==> config.mk <==
export PLATFORM = sky130hd
export DESIGN_NAME = glitch_sequencer
export DESIGN_NICKNAME = d
export VERILOG_FILES = /design/src/rtl/glitch_sequencer.sv
export SDC_FILE = /design/constraint.sdc
export NUM_CORES = 1
export LEC_CHECK = 0
export CAP_MARGIN = 5
export CORE_MARGIN = 4
export CORE_UTILIZATION = 30
export CTS_BUF_LIST = sky130_fd_sc_hd__clkbuf_8
export DETAILED_ROUTE_END_ITERATION = 6
export DONT_BUFFER_PORTS = 1
export GPL_TIMING_DRIVEN = 1
export PLACE_DENSITY = 0.5
export SETUP_SLACK_MARGIN = 0.1
export SYNTH_ARGS = -nofsm -noshare
export SYNTH_HDL_FRONTEND = slang
export SYNTH_SLANG_ARGS = --single-unit
==> constraint.sdc <==
create_clock -name clk -period 4.97 [get_ports clk]
set_input_delay 0.994 -clock clk [delete_from_list [all_inputs] [get_ports clk]]
set_output_delay 0.994 -clock clk [all_outputs]
set_load 0.03 [all_outputs]
==> src/rtl/glitch_sequencer.sv <==
// rtl/glitch_sequencer.sv - trigger-armed glitch pulse sequencer with target-reset control
// Optional ARMED timeout (timeout_i/timeout_o, TIMEOUT_W) is built when GLITCH_SEQ_TIMEOUT_EN is defined.
module glitch_sequencer #(
   parameter int unsigned DELAY_W     = 24,
   parameter int unsigned WIDTH_W     = 12,
   parameter int unsigned COUNT_W     = 8,
   parameter int unsigned SPACING_W   = 16,
   parameter int unsigned RESET_W     = 16,
   parameter int unsigned SYNC_STAGES = 2
`ifdef GLITCH_SEQ_TIMEOUT_EN
   ,parameter int unsigned TIMEOUT_W  = 24
`endif
) (
   input  logic                 clk,
   input  logic                 rst_n,
   input  logic                 arm_i,
   input  logic                 abort_i,
   input  logic                 mode_i,
   input  logic                 trig_edge_i,
   input  logic                 reset_first_i,
   input  logic [DELAY_W-1:0]   delay_i,
   input  logic [WIDTH_W-1:0]   width_i,
   input  logic [COUNT_W-1:0]   num_pulses_i,
   input  logic [SPACING_W-1:0] spacing_i,
   input  logic [RESET_W-1:0]   reset_len_i,
   input  logic                 trigger_i,
`ifdef GLITCH_SEQ_TIMEOUT_EN
   input  logic [TIMEOUT_W-1:0] timeout_i,
   output logic                 timeout_o,
`endif
   output logic                 pulse_o,
   output logic                 target_reset_o,
   output logic                 busy_o,
   output logic                 armed_o,
   output logic                 done_o
);

   localparam int unsigned MAX_A = (DELAY_W > WIDTH_W) ? DELAY_W : WIDTH_W;
   localparam int unsigned MAX_B = (SPACING_W > RESET_W) ? SPACING_W : RESET_W;
`ifdef GLITCH_SEQ_TIMEOUT_EN
   localparam int unsigned MAX_C = TIMEOUT_W;
`else
   localparam int unsigned MAX_C = 1;
`endif
   localparam int unsigned MAX_AB = (MAX_A > MAX_B) ? MAX_A : MAX_B;
   localparam int unsigned CNT_W  = (MAX_AB > MAX_C) ? MAX_AB : MAX_C;
   localparam logic [CNT_W-1:0]   CNT_ONE = CNT_W'(1);
   localparam logic [COUNT_W-1:0] PCNT_ONE = COUNT_W'(1);

   typedef enum logic [2:0] {
      S_IDLE, S_TRST, S_ARMED, S_DELAY, S_PULSE, S_GAP, S_DONE
   } state_t;

   state_t               state_q, state_d;
   logic [CNT_W-1:0]     cnt_q, cnt_d;
   logic [COUNT_W-1:0]   pcnt_q, pcnt_d;
   logic                 cfg_mode_q, cfg_mode_d;
   logic                 cfg_edge_q, cfg_edge_d;
   logic [DELAY_W-1:0]   cfg_delay_q, cfg_delay_d;
   logic [WIDTH_W-1:0]   cfg_width_q, cfg_width_d;
   logic [COUNT_W-1:0]   cfg_num_q, cfg_num_d;
   logic [SPACING_W-1:0] cfg_spacing_q, cfg_spacing_d;
   logic [SYNC_STAGES-1:0] sync_q;
   logic                 trig_prev_q;
   logic                 edge_q;
   logic                 pulse_q, trst_q, busy_q, armed_q, done_q;
`ifdef GLITCH_SEQ_TIMEOUT_EN
   logic [TIMEOUT_W-1:0] cfg_to_q, cfg_to_d;
   logic                 timeout_q, to_strobe_d;
`endif

   always_comb begin
      state_d       = state_q;
      cnt_d         = cnt_q;
      pcnt_d        = pcnt_q;
      cfg_mode_d    = cfg_mode_q;
      cfg_edge_d    = cfg_edge_q;
      cfg_delay_d   = cfg_delay_q;
      cfg_width_d   = cfg_width_q;
      cfg_num_d     = cfg_num_q;
      cfg_spacing_d = cfg_spacing_q;
`ifdef GLITCH_SEQ_TIMEOUT_EN
      cfg_to_d      = cfg_to_q;
      to_strobe_d   = 1'b0;
`endif
      if (abort_i) begin
         state_d = S_IDLE;
      end else begin
         case (state_q)
            S_IDLE: begin
               if (arm_i) begin
                  cfg_mode_d    = mode_i;
                  cfg_edge_d    = trig_edge_i;
                  cfg_delay_d   = delay_i;
                  cfg_width_d   = width_i;
                  cfg_num_d     = num_pulses_i;
                  cfg_spacing_d = spacing_i;
                  pcnt_d        = num_pulses_i;
`ifdef GLITCH_SEQ_TIMEOUT_EN
                  cfg_to_d      = timeout_i;
`endif
                  if (reset_first_i) begin
                     state_d = S_TRST;
                     cnt_d   = CNT_W'(reset_len_i);
                  end else if (!mode_i) begin
                     state_d = S_ARMED;
`ifdef GLITCH_SEQ_TIMEOUT_EN
                     cnt_d   = CNT_W'(timeout_i);
`endif
                  end else begin
                     state_d = S_DELAY;
                     cnt_d   = CNT_W'(delay_i);
                  end
               end
            end
            S_TRST: begin
               if (cnt_q <= CNT_ONE) begin
                  if (!cfg_mode_q) begin
                     state_d = S_ARMED;
`ifdef GLITCH_SEQ_TIMEOUT_EN
                     cnt_d   = CNT_W'(cfg_to_q);
`endif
                  end else begin
                     state_d = S_DELAY;
                     cnt_d   = CNT_W'(cfg_delay_q);
                  end
               end else begin
                  cnt_d = cnt_q - CNT_ONE;
               end
            end
            S_ARMED: begin
               // The fire cycle is spent here, so DELAY only has to cover delay-1 more cycles.
               if (edge_q) begin
                  if (cfg_num_q == '0 && cfg_delay_q <= DELAY_W'(1)) begin
                     state_d = S_DONE;
                  end else if (cfg_num_q != '0 && cfg_delay_q == '0) begin
                     state_d = S_PULSE;
                     cnt_d   = CNT_W'(cfg_width_q);
                  end else begin
                     state_d = S_DELAY;
                     cnt_d   = CNT_W'(cfg_delay_q) - CNT_ONE;
                  end
               end
`ifdef GLITCH_SEQ_TIMEOUT_EN
               else if (cfg_to_q != '0) begin
                  if (cnt_q <= CNT_ONE) begin
                     state_d     = S_IDLE;
                     to_strobe_d = 1'b1;
                  end else begin
                     cnt_d = cnt_q - CNT_ONE;
                  end
               end
`endif
            end
            S_DELAY: begin
               if (cfg_num_q == '0) begin
                  if (cnt_q <= CNT_ONE) state_d = S_DONE;
                  else                  cnt_d   = cnt_q - CNT_ONE;
               end else if (cnt_q == '0) begin
                  state_d = S_PULSE;
                  cnt_d   = CNT_W'(cfg_width_q);
               end else begin
                  cnt_d = cnt_q - CNT_ONE;
               end
            end
            S_PULSE: begin
               if (cnt_q <= CNT_ONE) begin
                  if (pcnt_q <= PCNT_ONE) begin
                     state_d = S_DONE;
                  end else begin
                     state_d = S_GAP;
                     cnt_d   = CNT_W'(cfg_spacing_q);
                     pcnt_d  = pcnt_q - PCNT_ONE;
                  end
               end else begin
                  cnt_d = cnt_q - CNT_ONE;
               end
            end
            S_GAP: begin
               if (cnt_q <= CNT_ONE) begin
                  state_d = S_PULSE;
                  cnt_d   = CNT_W'(cfg_width_q);
               end else begin
                  cnt_d = cnt_q - CNT_ONE;
               end
            end
            S_DONE:  state_d = S_IDLE;
            default: state_d = S_IDLE;
         endcase
      end
   end

   always_ff @(posedge clk or negedge rst_n) begin
      if (!rst_n) begin
         state_q       <= S_IDLE;
         cnt_q         <= '0;
         pcnt_q        <= '0;
         cfg_mode_q    <= 1'b0;
         cfg_edge_q    <= 1'b0;
         cfg_delay_q   <= '0;
         cfg_width_q   <= '0;
         cfg_num_q     <= '0;
         cfg_spacing_q <= '0;
         sync_q        <= '0;
         trig_prev_q   <= 1'b0;
         edge_q        <= 1'b0;
         pulse_q       <= 1'b0;
         trst_q        <= 1'b0;
         busy_q        <= 1'b0;
         armed_q       <= 1'b0;
         done_q        <= 1'b0;
`ifdef GLITCH_SEQ_TIMEOUT_EN
         cfg_to_q      <= '0;
         timeout_q     <= 1'b0;
`endif
      end else begin
         state_q       <= state_d;
         cnt_q         <= cnt_d;
         pcnt_q        <= pcnt_d;
         cfg_mode_q    <= cfg_mode_d;
         cfg_edge_q    <= cfg_edge_d;
         cfg_delay_q   <= cfg_delay_d;
         cfg_width_q   <= cfg_width_d;
         cfg_num_q     <= cfg_num_d;
         cfg_spacing_q <= cfg_spacing_d;
         sync_q        <= {sync_q[SYNC_STAGES-2:0], trigger_i};
         trig_prev_q   <= sync_q[SYNC_STAGES-1];
         // Edge is registered so the fire decision sees a clean one-cycle strobe.
         edge_q        <= cfg_edge_d ? (trig_prev_q & ~sync_q[SYNC_STAGES-1])
                                     : (sync_q[SYNC_STAGES-1] & ~trig_prev_q);
         pulse_q       <= (state_d == S_PULSE);
         trst_q        <= (state_d == S_TRST);
         busy_q        <= (state_d != S_IDLE);
         armed_q       <= (state_d == S_ARMED);
         done_q        <= (state_d == S_DONE);
`ifdef GLITCH_SEQ_TIMEOUT_EN
         cfg_to_q      <= cfg_to_d;
         timeout_q     <= to_strobe_d;
`endif
      end
   end

   assign pulse_o        = pulse_q;
   assign target_reset_o = trst_q;
   assign busy_o         = busy_q;
   assign armed_o        = armed_q;
   assign done_o         = done_q;
`ifdef GLITCH_SEQ_TIMEOUT_EN
   assign timeout_o      = timeout_q;
`endif

endmodule

==> results of run 1 <==
placed cells by master (no fill, tap or decap), types with 5 or more instances in the layout:
cell and n:
o21ai_0 65, clkbuf_8 10, mux2i_1 16, nand2_1 49
nor3b_1 6, a22oi_1 13, a211oi_1 9, nor3_1 29
nor4_1 13, buf_4 12, a21o_1 7, a22o_1 14
xor2_1 13, a31oi_1 6, a221oi_1 5, nor2_1 50
or3_1 9, mux2_2 72, inv_1 11, ha_1 7
xnor2_1 12, dfrtp_1 106, nand3_1 30, a21oi_1 36
per-layer routing:
| layer | vias to the layer above | GRT usage (%) | wire length [um] |
|---|---|---|---|
| li1 | 2587 | - | - |
| met1 | 2765 | 23.06 | 9277 |
| met3 | 40 | 4.105 | 1328 |
| met2 | 229 | 28.39 | 10310 |
| met4 | 0 | 6.503 | 629 |
| met5 | - | 0 | 0 |
area by class of cell:
class	instances	area (um2)
Fill cell	2165	14180
Multi-Input combinational cell	542	3765
Sequential cell	106	2653
Tap cell	275	344.1
Clock buffer	10	137.6
Timing Repair Buffer	12	90.09
Clock inverter	6	81.33
Inverter	10	37.54
critical path, cell delays in order (launching register included):
cell	delay, ns
dfrtp_1	0.44
nor4_1	0.61
nand3_1	0.39
or3_1	0.63
a21boi_2	0.96
o21ai_0	0.21
a221oi_1	0.30
a21oi_1	0.10
power groups by stage:
stage                     registers, uW  logic [uW]  clock network (uW)
final                              1680        1320                 604
after CTS                          1680        1310                 626
after detailed placement           1690        1300                   0
after global placement             1670        1280                   0
after floorplan                    1510        1030                   0
after global routing               1730        1450                 662
metrics by stage:
| step | instance area, um2 | hold WS, ns |
|---|---|---|
| final | 7108 | 0.2796 |
| after floorplan | 6565 | 0.3312 |
| after global routing | 7108 | 0.2396 |
| after detailed placement | 6889 | 0.3370 |
| after CTS | 7108 | 0.2508 |
| after global placement | 6889 | 0.3374 |
state kept, by name, summed over array words and instances, names as in the netlist:
signal	count
done_o	1
sync_q	2
pcnt_q	8
edge_q	1
target_reset_o	1
cfg_spacing_q	16
cfg_edge_q	1
cfg_delay_q	24
cfg_mode_q	1
cfg_width_q	12
pulse_o	1
armed_o	1
busy_o	1
state_q	3
cfg_num_q	8
trig_prev_q	1
cnt_q	24
path summary, 6_finish.rpt:
| path | slack, ns | to | from | cells past startpoint |
|---|---|---|---|---|
| hold / removal | 0.28 | cfg_spacing_q[0]$_DFFE_PN0P_ | rst_n | 0 |
| setup / recovery | 1.21 | cnt_q[7]$_DFFE_PN0P_ | cnt_q[14]$_DFFE_PN0P_ | 7 |
| max in group asynchronous | 4.49 | cfg_num_q[7]$_DFFE_PN0P_ | rst_n | 0 |
| min in group clk | 0.36 | sync_q[1]$_DFF_PN0_ | sync_q[0]$_DFF_PN0_ | 0 |
| hold reg to reg | 0.36 | sync_q[1]$_DFF_PN0_ | sync_q[0]$_DFF_PN0_ | 0 |
| setup reg to reg | 1.21 | cnt_q[7]$_DFFE_PN0P_ | cnt_q[14]$_DFFE_PN0P_ | 7 |
logic make-up after synthesis:
family          share of synthesized area (%)
compound gates                          19.94
xor+xnor                                3.335
fa+ha+maj                               1.334
buf+inv                                 2.725
flops                                   40.40
mux                                     14.79
simple gates                            17.48
==> impl_metrics.toml, run 1 <==
[detailed_routing]
dr.pass1.iters = 5
wirelength_um = 21550
num_vias = 5621
viasPerCell = 5.849
wl_per_cell_um = 22.42
first_iter_violations = 491
drc = 0
detail-route-antenna-nets = 0

[synth]
synth_edf_count = 0
synth_area_leader_cell = "dfrtp_1"
synth_common_cells = "dfrtp_1 (106), mux2_2 (72), o21ai_0 (65), nor2_1 (50), nand2_1 (49)"
synthFlopType = "dfrtp_1"
synth_warnings = 0
netlist.area_leader.share_pct = 40.40
ys_types = 66
synth_nets = 784
ys_seq_elements = 106
synth_area_leaders = "dfrtp_1 (40%), mux2_2 (12%), o21ai_0 (5.0%)"
syn_inst = 693
yosysMostFrequentCell = "dfrtp_1"
syn_avg_cell_area_um2 = 9.473
syn_area_mm2 = 0.006565
synth.yosys.seq_area_share_pct = 40.40
synthArstFlopShare_pct = 100.0

[clocking]
path_clk_slew_ns = 0.10
cts_setup_buffers = 0
clk_latency_ns = 0.40
clock-sinks = 106
clock_path_buffers = 2
cts-resized-gates = 0
tritoncts = "done"
cts_max_level = 3
cts_inserted_buffers = 9
cts_hold_buffers = 0
root_buffer = "clkbuf_8"

[timing]
report.final.setup_viol = 0
timing.final.crit_period_ns = 3.763
skew_ns = 0.01224
finalWorstSetupSlack_ns = 1.207
finalCritPeriodShare_pct = 75.71
max_clock_freq_mhz = 265.8
final_max_slew_viol_count = 0
hold_viol = 0
relSlewSlack_pct = 19.20
rsz0062_at_grt = "false"
setup_tns_ns = 0
worstMarginPinSlew_ns = 1.208

[power_and_ir_drop]
swShare_pct = 41.36
power_frac_seq_pct = 46.6
pwr-share-comb_pct = 36.6
p_int_uw = 2109
p_per_area_mw_per_mm2 = 506.1
power_uw = 3597
clkPwrFrac_pct = 16.8
power.leakage_uw = 0.002672
p_sw_uw = 1488
max-vdd-ir-drop_mv = 0.1891

[outcome]
status = "finished clean"

[global_routing]
grt_usage_pct = 17.59
grt_pass1_wl_um = 33160
antenna_found_initial = 0
grt_pass1_vias = 5584
grt_overflow = 0
grt_max_degree = 107

[worst_setup_path]
start_kind = "flip-flop"
worst_ep_required_time_ns = 5.25
arrival_ns = 4.05
path_class = "flip-flop to flip-flop"
cp_max_fo = 21
cp-end-kind = "flip-flop"

[finish]
drive_above_1_share_pct = 17.35
instances_no_fill = 961
area_growth_pct = 8.271
num_antenna_cells = 0
nets = 772
post-route-util_pct = 33.39

[placement]
place_inst = 945
dp_hpwl_um = 15550
dp_slack_ns = 1.346
port_buffers = 0
gp_congestion = 0.9363

[flow_run]
cap_violations = 0

[floorplanning]
pin_count = 89
die_y_um = 155.9
die_width_um = 155.9
die_area_mm2 = 0.02431
initial_utilization_pct = 30.84
fp.coreArea_mm2 = 0.02129
rows = 53

[worst_hold_path]
hold_path_class = "input pin to asynchronous set/reset pin"
No activity file was read; power rests on OpenSTA's default activity.
==> run 2: changes to the inputs <==
==> constraint.sdc (replaced) <==
create_clock -name clk -period 3.7 [get_ports clk]
set_input_delay 0.74 -clock clk [delete_from_list [all_inputs] [get_ports clk]]
set_output_delay 0.74 -clock clk [all_outputs]
set_load 0.03 [all_outputs]
==> impl_metrics.toml, run 2 (synthesized netlist as in run 1, its figures left out) <==
[outcome]
status = "finished clean"

[worst_setup_path]
cp_max_fo = 12
cp_num_cells = 7
path_buf_inv = 0
critPathTopFamily = "simple AND/OR/NAND/NOR gates"
cp-end-kind = "flip-flop"
crit_chain = "or4_1 -> or3_4 -> nor4_2 -> nor2_1 -> a221o_1 -> a221oi_1 -> o21ai_0"
worst_ep_required_time_ns = 3.97
path_class = "flip-flop to flip-flop"
arrival_ns = 3.58
cp_slowest_cell = "or4_1"
slowest_delay_ns = 0.61
reg2regPathDepth = 7
start_kind = "flip-flop"

[clocking]
cts-resized-gates = 0
root_buffer = "clkbuf_8"
path_clk_slew_ns = 0.10
clk_latency_ns = 0.39
cts_hold_buffers = 0
clock_path_buffers = 2
cts_max_level = 3
cts_setup_buffers = 0
clock-sinks = 106
tritoncts = "done"
cts_inserted_buffers = 9

[timing]
skew_ns = 0.007239
report.final.setup_viol = 0
final_max_slew_viol_count = 0
max_clock_freq_mhz = 302.2
timing.final.crit_period_ns = 3.309
worstMarginPinSlew_ns = 1.148
relSlewSlack_pct = 23.16
hold_viol = 0
finalCritPeriodShare_pct = 89.44
setup_tns_ns = 0
rsz0062_at_grt = "false"
holdWs_ns = 0.02904

[finish]
final_common_cell = "dfrtp_1"
drive_above_1_share_pct = 19.09
area_growth_pct = 9.872
final_cell_mix = "dfrtp_1 (106), mux2_2 (72), o21ai_0 (65), nor2_1 (50), nand2_1 (49)"
largestRegisters = "cfg_delay_q x24, cnt_q x24, cfg_spacing_q x16"
post-route-util_pct = 33.89
instances_no_fill = 978
nets = 789

[detailed_routing]
wirelength_um = 21220
wl_per_cell_um = 21.70
detail-route-antenna-nets = 0
drc = 0
viasPerCell = 5.801
dr.pass1.iters = 5
num_vias = 5673
first_iter_violations = 418

[worst_hold_path]
hold_path_class = "input pin to asynchronous set/reset pin"

[floorplanning]
die_width_um = 155.9
die_area_mm2 = 0.02431
rows = 53
initial_utilization_pct = 30.84
die_y_um = 155.9
fp.coreArea_mm2 = 0.02129
pin_count = 89

[placement]
dp_hpwl_um = 15910
gp_congestion = 0.9558
port_buffers = 0
place_inst = 962

[global_routing]
grt_max_degree = 107
grt_usage_pct = 17.51
grt_pass1_vias = 5809
antenna_found_initial = 0
grt_pass1_wl_um = 33240
grt_overflow = 0

[power_and_ir_drop]
power.leakage_uw = 0.002742
p_per_area_mw_per_mm2 = 664.4
max-vdd-ir-drop_mv = 0.2507
power_uw = 4793

[flow_run]
cap_violations = 0
-- run 2: cell count changes in the layout (fill, tap and decap cells not counted), sizes merged --
cell    before  now
buf         12   29
bufinv       2    1
clkbuf      10   11
diode        0    1
inv         11   10
-- run 2: layer usage --
metal | up-vias | share of wire (%) | GRT usage, %
met3 | 50 | 6.9 | 3.606
li1 | 2627 | - | -
met5 | - | 0 | 0
met1 | 2760 | 42 | 22.57
met2 | 236 | 47 | 27.84
met4 | 0 | 4.3 | 8.962
-- run 2: per-stage QoR --
step / setup slack, ns / instance area [um2]
2_1_floorplan: 1.068 / 6565
6_report: 0.3908 / 7213
3_3_place_gp: 0.5016 / 7008
4_1_cts: 0.4251 / 7211
3_5_place_dp: 0.4473 / 7008
5_1_grt: 0.2307 / 7211
-- run 2: worst register-to-register path: stages (launching register included) --
cell	delay (ns)
dfrtp_1	0.48
or4_1	0.62
or3_4	0.44
nor4_2	0.47
nor2_1	0.44
a221o_1	0.42
a221oi_1	0.20
o21ai_0	0.13
-- run 2: cell type report --
cell class | instances | area, um2
Antenna cell | 1 | 2.502
Clock buffer | 11 | 151.4
Clock inverter | 4 | 51.30
Fill cell | 2165 | 14070
Inverter | 10 | 37.54
Multi-Input combinational cell | 542 | 3756
Sequential cell | 106 | 2653
Tap cell | 275 | 344.1
Timing Repair Buffer | 29 | 217.7
-- run 2: power by group --
group / leakage [uW] / internal, uW / switching, uW
Sequential: 0.00126 / 1630 / 600
Clock: 0.000101 / 347 / 420
Combinational: 0.00138 / 838 / 955
-- run 2: final timing paths --
kind	start	end	slack, ns
worst max-delay path	cfg_delay_q[19]$_DFFE_PN0P_	cnt_q[3]$_DFFE_PN0P_	0.39
worst min-delay path	rst_n	cfg_spacing_q[0]$_DFFE_PN0P_	0.03
worst max register to register	cfg_delay_q[19]$_DFFE_PN0P_	cnt_q[3]$_DFFE_PN0P_	0.39
worst min register to register	sync_q[0]$_DFF_PN0_	sync_q[1]$_DFF_PN0_	0.36
max in group asynchronous	rst_n	pcnt_q[6]$_DFFE_PN0P_	3.49
min in group clk	sync_q[0]$_DFF_PN0_	sync_q[1]$_DFF_PN0_	0.36
